--- config.mk ---
export PLATFORM = sky130hd
export DESIGN_NAME = product_packer
export DESIGN_NICKNAME = d
export VERILOG_FILES = /design/src/rtl/product_packer.sv
export SDC_FILE = /design/constraint.sdc
export NUM_CORES = 1
export LEC_CHECK = 0
export CORE_MARGIN = 5
export CORE_UTILIZATION = 40
export DETAILED_ROUTE_END_ITERATION = 10
export GPL_TIMING_DRIVEN = 0
export PLACE_DENSITY = 0.66
export SLEW_MARGIN = 15
export SYNTH_ARGS = -nofsm -noshare
export SYNTH_HDL_FRONTEND = slang
export SYNTH_SLANG_ARGS = --single-unit
export TNS_END_PERCENT = 20
--- constraint.sdc ---
create_clock -name clk -period 9.7 [get_ports clk]
set_clock_uncertainty 0.15 [all_clocks]
set_input_delay 2.425 -clock clk [delete_from_list [all_inputs] [get_ports clk]]
set_output_delay 2.425 -clock clk [all_outputs]
set_load 0.02 [all_outputs]
--- src/rtl/product_packer.sv ---
// product_packer: latches k operand pairs, multiplies them one at a time
// with a single shift-add unit (one bit of b per cycle, LSB first), packs
// the (m+n)-bit products into dout and holds them with pl=1 until the
// accumulator signals acc_ready.
// Optional feature: define ZERO_SKIP_EN to finish a product in one cycle
// when either of its operands is zero.
module product_packer #(
  parameter int m = 4,
  parameter int n = 4,
  parameter int k = 10
) (
  input  logic                 clk,
  input  logic                 rst,
  input  logic                 start,
  input  logic [k*m-1:0]       a,
  input  logic [k*n-1:0]       b,
  output logic                 busy,
  output logic                 pl,
  output logic [k*(m+n)-1:0]   dout,
  input  logic                 acc_ready
);

  localparam int P  = m + n;
  localparam int IW = (k > 1) ? $clog2(k) : 1;
  localparam int CW = (n > 1) ? $clog2(n) : 1;

  typedef enum logic [1:0] {IDLE, MUL, LOAD} state_e;

  state_e           state_q;
  logic [k*m-1:0]   a_q;
  logic [k*n-1:0]   b_q;
  logic [IW-1:0]    idx_q;
  logic [CW-1:0]    bitcnt_q;
  logic [P-1:0]     pp_q;
  logic [P-1:0]     pp_d;
  logic [k*P-1:0]   dout_q;
  logic             busy_q;
  logic             pl_q;
  logic             load_first_q;

  logic [m-1:0]     a_cur;
  logic [n-1:0]     b_cur;
  logic             last_bit;
  logic             last_slot;
  logic             skip;

  // Select the current operand pair and form the next partial product.
  always_comb begin
    // NOTE: every signal assigned here gets a default first so no path
    // leaves it unassigned, which would otherwise infer a latch.
    skip      = 1'b0;
    a_cur     = a_q[idx_q*m +: m];
    b_cur     = b_q[idx_q*n +: n];
    last_bit  = (bitcnt_q == CW'(n - 1));
    last_slot = (idx_q == IW'(k - 1));
    pp_d      = pp_q;
    if (b_cur[bitcnt_q]) begin
      pp_d = pp_q + (P'(a_cur) << bitcnt_q);
    end
`ifdef ZERO_SKIP_EN
    skip = (bitcnt_q == '0) && ((a_cur == '0) || (b_cur == '0));
`else
    skip = 1'b0;
`endif
  end

  // Operand capture at job start; later changes on a/b do not affect the job.
  always_ff @(posedge clk) begin
    // NOTE: the operand registers carry no reset; they are always reloaded
    // before use, so resetting them would only add reset fan-out.
    if (!rst && state_q == IDLE && start) begin
      a_q <= a;
      b_q <= b;
    end
  end

  // Control FSM with shift-add datapath and registered outputs.
  always_ff @(posedge clk) begin
    // NOTE: all state here uses non-blocking assignments so every register
    // samples pre-edge values regardless of statement order.
    if (rst) begin
      state_q      <= IDLE;
      busy_q       <= 1'b0;
      pl_q         <= 1'b0;
      dout_q       <= '0;
      idx_q        <= '0;
      bitcnt_q     <= '0;
      pp_q         <= '0;
      load_first_q <= 1'b0;
    end else begin
      case (state_q)
        IDLE: begin
          if (start) begin
            idx_q    <= '0;
            bitcnt_q <= '0;
            pp_q     <= '0;
            busy_q   <= 1'b1;
            state_q  <= MUL;
          end
        end
        MUL: begin
          if (skip || last_bit) begin
            dout_q[idx_q*P +: P] <= skip ? '0 : pp_d;
            pp_q     <= '0;
            bitcnt_q <= '0;
            if (last_slot) begin
              state_q      <= LOAD;
              pl_q         <= 1'b1;
              load_first_q <= 1'b1;
            end else begin
              idx_q <= idx_q + 1'b1;
            end
          end else begin
            pp_q     <= pp_d;
            bitcnt_q <= bitcnt_q + 1'b1;
          end
        end
        LOAD: begin
          // The first LOAD cycle ignores acc_ready to reject a stale ready.
          if (load_first_q) begin
            load_first_q <= 1'b0;
          end else if (acc_ready) begin
            state_q <= IDLE;
            pl_q    <= 1'b0;
            busy_q  <= 1'b0;
          end
        end
        default: begin
          state_q <= IDLE;
          busy_q  <= 1'b0;
          pl_q    <= 1'b0;
        end
      endcase
    end
  end

  assign busy = busy_q;
  assign pl   = pl_q;
  assign dout = dout_q;

endmodule

After elaboration in Yosys (flattened, before gate mapping). Index checks and enable logic that the tools add are counted. Widths: inputs -> output; s select.

Register bits: 179. Logic and storage cells: 73. Bits in latches: 0. Bits in read-only memories: 0. Bits of input ports: 84. Output and inout port bits: 82. Bits in writable memories: 0. Memories kept: 0.

Magnitude comparators: 1. $mul: 0. Div/mod/pow operators: 0. Reductions and logical operators: 13. Equality and inequality tests: 10. Shifts and indexed selects: 5. Bitwise operators: 2. Add/subtract/negate cells: 4. Multiplexer cells: 28.

Operators with widths (count): $bwmux 80 (1); $shift 8x34->80 const A (1); $shiftx 40x7->4 (2); $shiftx 8x34->80 (1); $neg 7->34 (1); $mux 8 (3); $pmux 8 s2 (1); $mux 2 (7); $mux 4 (3); $ne 2x2->1 const B (6); $reduce_and 5->1 (2); $add 8x8->8 (1); $pmux 4 s2 (1); $reduce_and 4->1 (2); $shl 4x2->8 (1); $mux 1 (6); $pmux 1 s3 (2); $pmux 2 s3 (1); $add 4x1->4 const B (1); $eq 2x2->1 const B (2); $eq 4x4->1 const B (1); $pmux 2 s2 (1); $reduce_and 2->1 (2); $reduce_bool 2->1 (2); other kinds (10) (12).

Longest topological paths before layout.
Depth after elaboration: 6. Mapped depth: 17. Gate-level depth less buffers: 15.

Least setup slack after synthesis. OpenSTA, ideal clock, no wires.

Path type: in2reg. Start point: in start. End point: reg a_q[0], enable pin. Data arrival time: 6.343 ns. Path slack: 2.679 ns. Setup time: 0.528 ns. Data required time: 9.022 ns. Buffers on the path: 0. Stages on the path: 2. Cell sequence: nor3b_1 > nor2b_1.

Cells in the longest elaborated chain, start to end: 1.

Ends and longest elaborated chain: start: declaration (RTL line 14) `input logic start,`; $logic_and 1x1->1 (RTL line 71) `if (!rst && state_q == IDLE && start) begin`; end signal: assignment (RTL line 72) `a_q <= a;`; end: declaration (RTL line 30) `logic [k*m-1:0] a_q;`.

No other way between the ends. A chain may end at the register's enable or synchronous reset.

Final worst setup path.
Start point: reg idx_q[0]. End point: reg dout_q[22], in the netlist dout[22].

Cells in the longest elaborated chain, start to end: 6. Elaborated cells on any way between the ends: 11. Classes of those cells: 2 x add/sub; 5 x shift; 4 x mux.

Ends and longest elaborated chain: start: declaration (RTL line 32) `logic [IW-1:0] idx_q;`; start signal: assignment (RTL line 111) `idx_q <= idx_q + 1'b1;`; $shiftx 40x7->4 (on tied branches) (RTL line 52, 53); $shl 4x2->8 / $bmux 1 s2 (equally long branches) (RTL line 58, 57); $add 8x8->8 / $mux 1 (equally long branches) (RTL line 58, 57); $mux 8 (RTL line 57) `if (b_cur[bitcnt_q]) begin`; $shiftx 8x34->80 (RTL line 103) `dout_q[idx_q*P +: P] <= skip ? '0 : pp_d;`; $bwmux 80 * (RTL line 103); end signal: indexed assignment (RTL line 103); end: declaration (RTL line 36) `logic [k*P-1:0] dout_q;`.

Mark *: on every way between the ends. The rest lies on a longest branch, timed or not. The select of a mux whose other input is x is not followed.

==> impl_metrics.yaml <==
timing:
  drv_slew: 0
  timing.slew.headroom: 0.350
  max_freq_mhz: 213
  hold_violations: 0
  rsz0062_at_grt: "no"
  tns_ns: 0
  setup_viol_count_final: 0
  timing_worst_slew_pin_value_ns: 0.967
  final.period_utilization: 0.484
  time_the_final_worst_path_needs_with_i_o_delays_and_setup_ns: 4.69
finish:
  register_area_um2: 4380
  final.fill_count: 1525
  finalCoreUtilization: 0.547
  antenna_cells: 0
  most_common_library_cell_in_the_layout_ignoring_fill_and_taps: "clkdlybuf4s50_1"
  finalNonFillerCells: 1032
  multi_input_gate_area_in_the_final_layout_um2: 2640
  area_growth_from_synthesis_to_layout_pct: 35.4
  nets: 887
  drive_above_1_share: 0.0922
  highest_count_cells_in_the_layout_ignoring_fill_and_taps: "164 x clkdlybuf4s50_1, 99 x dfxtp_1, 80 x edfxtp_1, 74 x nor2_1, 60 x nand2_1"
hold_path:
  worst_hold_path_depth: 2
  hold_path_class: "reg2reg"
  worstHoldEndpoint: "dout[20]"
  min_from: "dout[20]"
yosys:
  postSynth.topFlopCell: "dfxtp_1"
  async_reset_ff_frac: 0
  netlist_instances: 605
  post_synth_net_total: 702
  netlist.area_leader.share: 0.332
  syn_area_um2: 7230
  synth_area_per_cell_um2: 12.0
  netlist-cell-type-count: 52
  synth_edf_count: 80
  postSynthRegisterBits: 179
  synth.area.top_cells: "edfxtp_1 33%, dfxtp_1 27%, nor2_1 3.8%, o21ai_0 3.7%, a211oi_1 3.6%"
  seq_area_frac_synth: 0.606
  post-synth-top-area-cell: "edfxtp_1"
  yosys_warnings: 0
pwr:
  cellPowerDensity_nw_per_um2: 167
  vdd_ir_drop_max_mv: 0.112
  design_power_total_uw: 1640
  clkPwrFrac: 0.416
  p_int_uw: 1240
  combinationalPowerShare: 0.088
  switching_share: 0.243
  total_leakage_power_uw: 0.00324
  power.sequential.fraction: 0.496
  p_sw_uw: 398
clock_network:
  cts_tree: "done"
  worstSkewPairLatency_ns: 0.43
  htreeDepth: 4
  ctsResizeCount: 0
  ctsLongestPathBuffers: 2
  num_cts_buffers: 17
  postCtsHoldBufs: 0
  cts.reportedPaths.clkPinSlew_ns: 0.07
  cts_sink_count: 179
  clk_root_buffer_cell: "clkbuf_16"
  postCtsSetupRepairBufs: 0
placed_design:
  gp_congestion: 0.827
  hpwl_um: 13500
  place.detailed.instances: 1000
  port_buffers: 164
setup_path:
  cp-end-kind: "flop"
  timing.critical_path.arrival_ns: 4.83
  worst_ep_required_time_ns: 9.84
  r2r.worst_path.cells: 17
  critical_path.startpoint_type: "flop"
  worstReg2RegEnd: "dout[22]"
  reg_to_reg_startpoint: "idx_q[0]"
  worstSetupPathType: "reg2reg"
  setup.reg_to_reg.worst_slack_ns: 5.01
  maximum_fanout_along_the_worst_path: 10
route:
  detailroute.via_count: 5388
  drt.antenna.violating_nets: 0
  detail_route.wirelength_um: 17700
  avgViaCountPerCell: 5.22
  drt-pass1-iter-count: 4
  route.detailed.drc: 0
  wire_per_inst_um: 17.2
  drt_iter0_drc: 283
die:
  ios: 166
  floorplan.core_area_um2: 17900
  floorplan.rows: 49
  initial_utilization: 0.404
  fp.dieArea_um2: 20900
  fp.dieH_um: 144
  fp.dieW_um: 144
grt:
  grt_max_degree: 35
  grt_util_all_layers: 0.172
  first_global_vias: 5483
  grt_antenna_before_repair: 0
  global_route_wire_length_before_repair_um: 28200
  grt.overflow.total: 0
status:
  run_status: "finished, final reports clean"
job:
  cap_viol_max_count: 0
==> sequential cells by signal, summed over array words and instances, names as in the netlist <==
register	flops
load_first_q	1
a_q	40
pl	1
idx_q	4
pp_q	8
dout	80
busy	1
b_q	40
state_q	2
bitcnt_q	2
==> kinds of logic after synthesis <==
family                     synth area share
and+or+nand+nor                       0.108
DFF                                   0.606
AOI/OAI and AO/OA                     0.130
buffers and inverters                0.0294
muxes                                0.0910
adders and majority gates            0.0235
xor gates and xnor gates             0.0119
==> per-stage QoR <==
stage	setup WS (ns)	instance area [µm²]	hold WS, ns
6_report	5.01	9800	0.311
5_1_grt	4.56	9800	0.322
4_1_cts	4.95	9800	0.310
3_5_place_dp	4.93	9210	0.295
3_3_place_gp	1.06	9160	0.289
2_1_floorplan	2.68	7230	0.310
==> cells in the mapped netlist, types with 2 or more instances <==
cell type,count
nor2b_1,5
buf_1,3
mux4_2,8
buf_6,3
dfxtp_1,99
nand2_1,60
ha_1,12
nand2b_1,8
edfxtp_1,80
mux2i_1,17
a211oi_1,35
clkbuf_1,18
o211ai_1,4
nor2_1,74
a21o_1,2
xnor2_1,4
or2_2,3
xor2_1,4
mux4_1,4
o21ai_0,53
or3b_2,3
mux2_2,4
o21bai_1,3
a31oi_1,3
nand3_1,5
a211o_1,2
o21a_1,2
o41ai_1,3
a21oi_1,11
and3_1,2
o22ai_1,3
a32oi_1,8
a221oi_1,6
or3_1,8
inv_1,8
mux2i_4,7
nor3_1,8
a22oi_1,3
buf_2,7
==> power by group through the flow <==
| stage | clock network [µW] | logic, µW | registers, µW |
|---|---|---|---|
| after CTS | 693 | 145 | 814 |
| after detailed placement | 0 | 144 | 831 |
| after global routing | 723 | 155 | 815 |
| after floorplan | 0 | 78.1 | 832 |
| after global placement | 0 | 138 | 833 |
| final | 682 | 144 | 814 |
==> worst max path at each step <==
stage / start / endpoint / slack [ns] / cells after the start
global route: idx_q[0] / dout[15] / 4.56 / 17
CTS: idx_q[0] / dout[22] / 4.95 / 17
global placement: start / a_q[17] / 1.06 / 3
floorplan: start / a_q[0] / 2.68 / 2
finish: idx_q[0] / dout[22] / 5.01 / 17
detailed placement: start / a_q[18] / 4.93 / 4
==> critical path, stage by stage, from the launching register on <==
cell	delay [ns]
dfxtp_1	0.39
buf_6	0.17
buf_8	0.16
buf_6	0.19
clkbuf_1	0.46
mux2_2	0.40
a221oi_1	0.24
a21oi_1	0.08
o21ai_0	0.25
nor2_1	0.13
fa_1	0.44
a21o_1	0.20
a21oi_1	0.22
o21bai_1	0.11
a21oi_1	0.20
xnor2_1	0.14
mux2i_4	0.44
o21ai_0	0.17
==> metal layers <==
metal | GRT usage | up-vias | part of all wire
met4 | 0.0530 | 0 | 0.016
met5 | 0 | - | 0
met2 | 0.276 | 215 | 0.46
li1 | - | 2601 | -
met1 | 0.237 | 2547 | 0.45
met3 | 0.0364 | 25 | 0.075
==> cell type report <==
cell class                      count  share of cell area
Timing Repair Buffer              166               0.172
Tap cell                          229              0.0293
Buffer                             33              0.0186
Inverter                            8             0.00307
Clock buffer                       17              0.0434
Sequential cell                   179               0.448
Multi-Input combinational cell    385               0.270
Clock inverter                     15              0.0165
No activity file was read; power rests on OpenSTA's default activity.
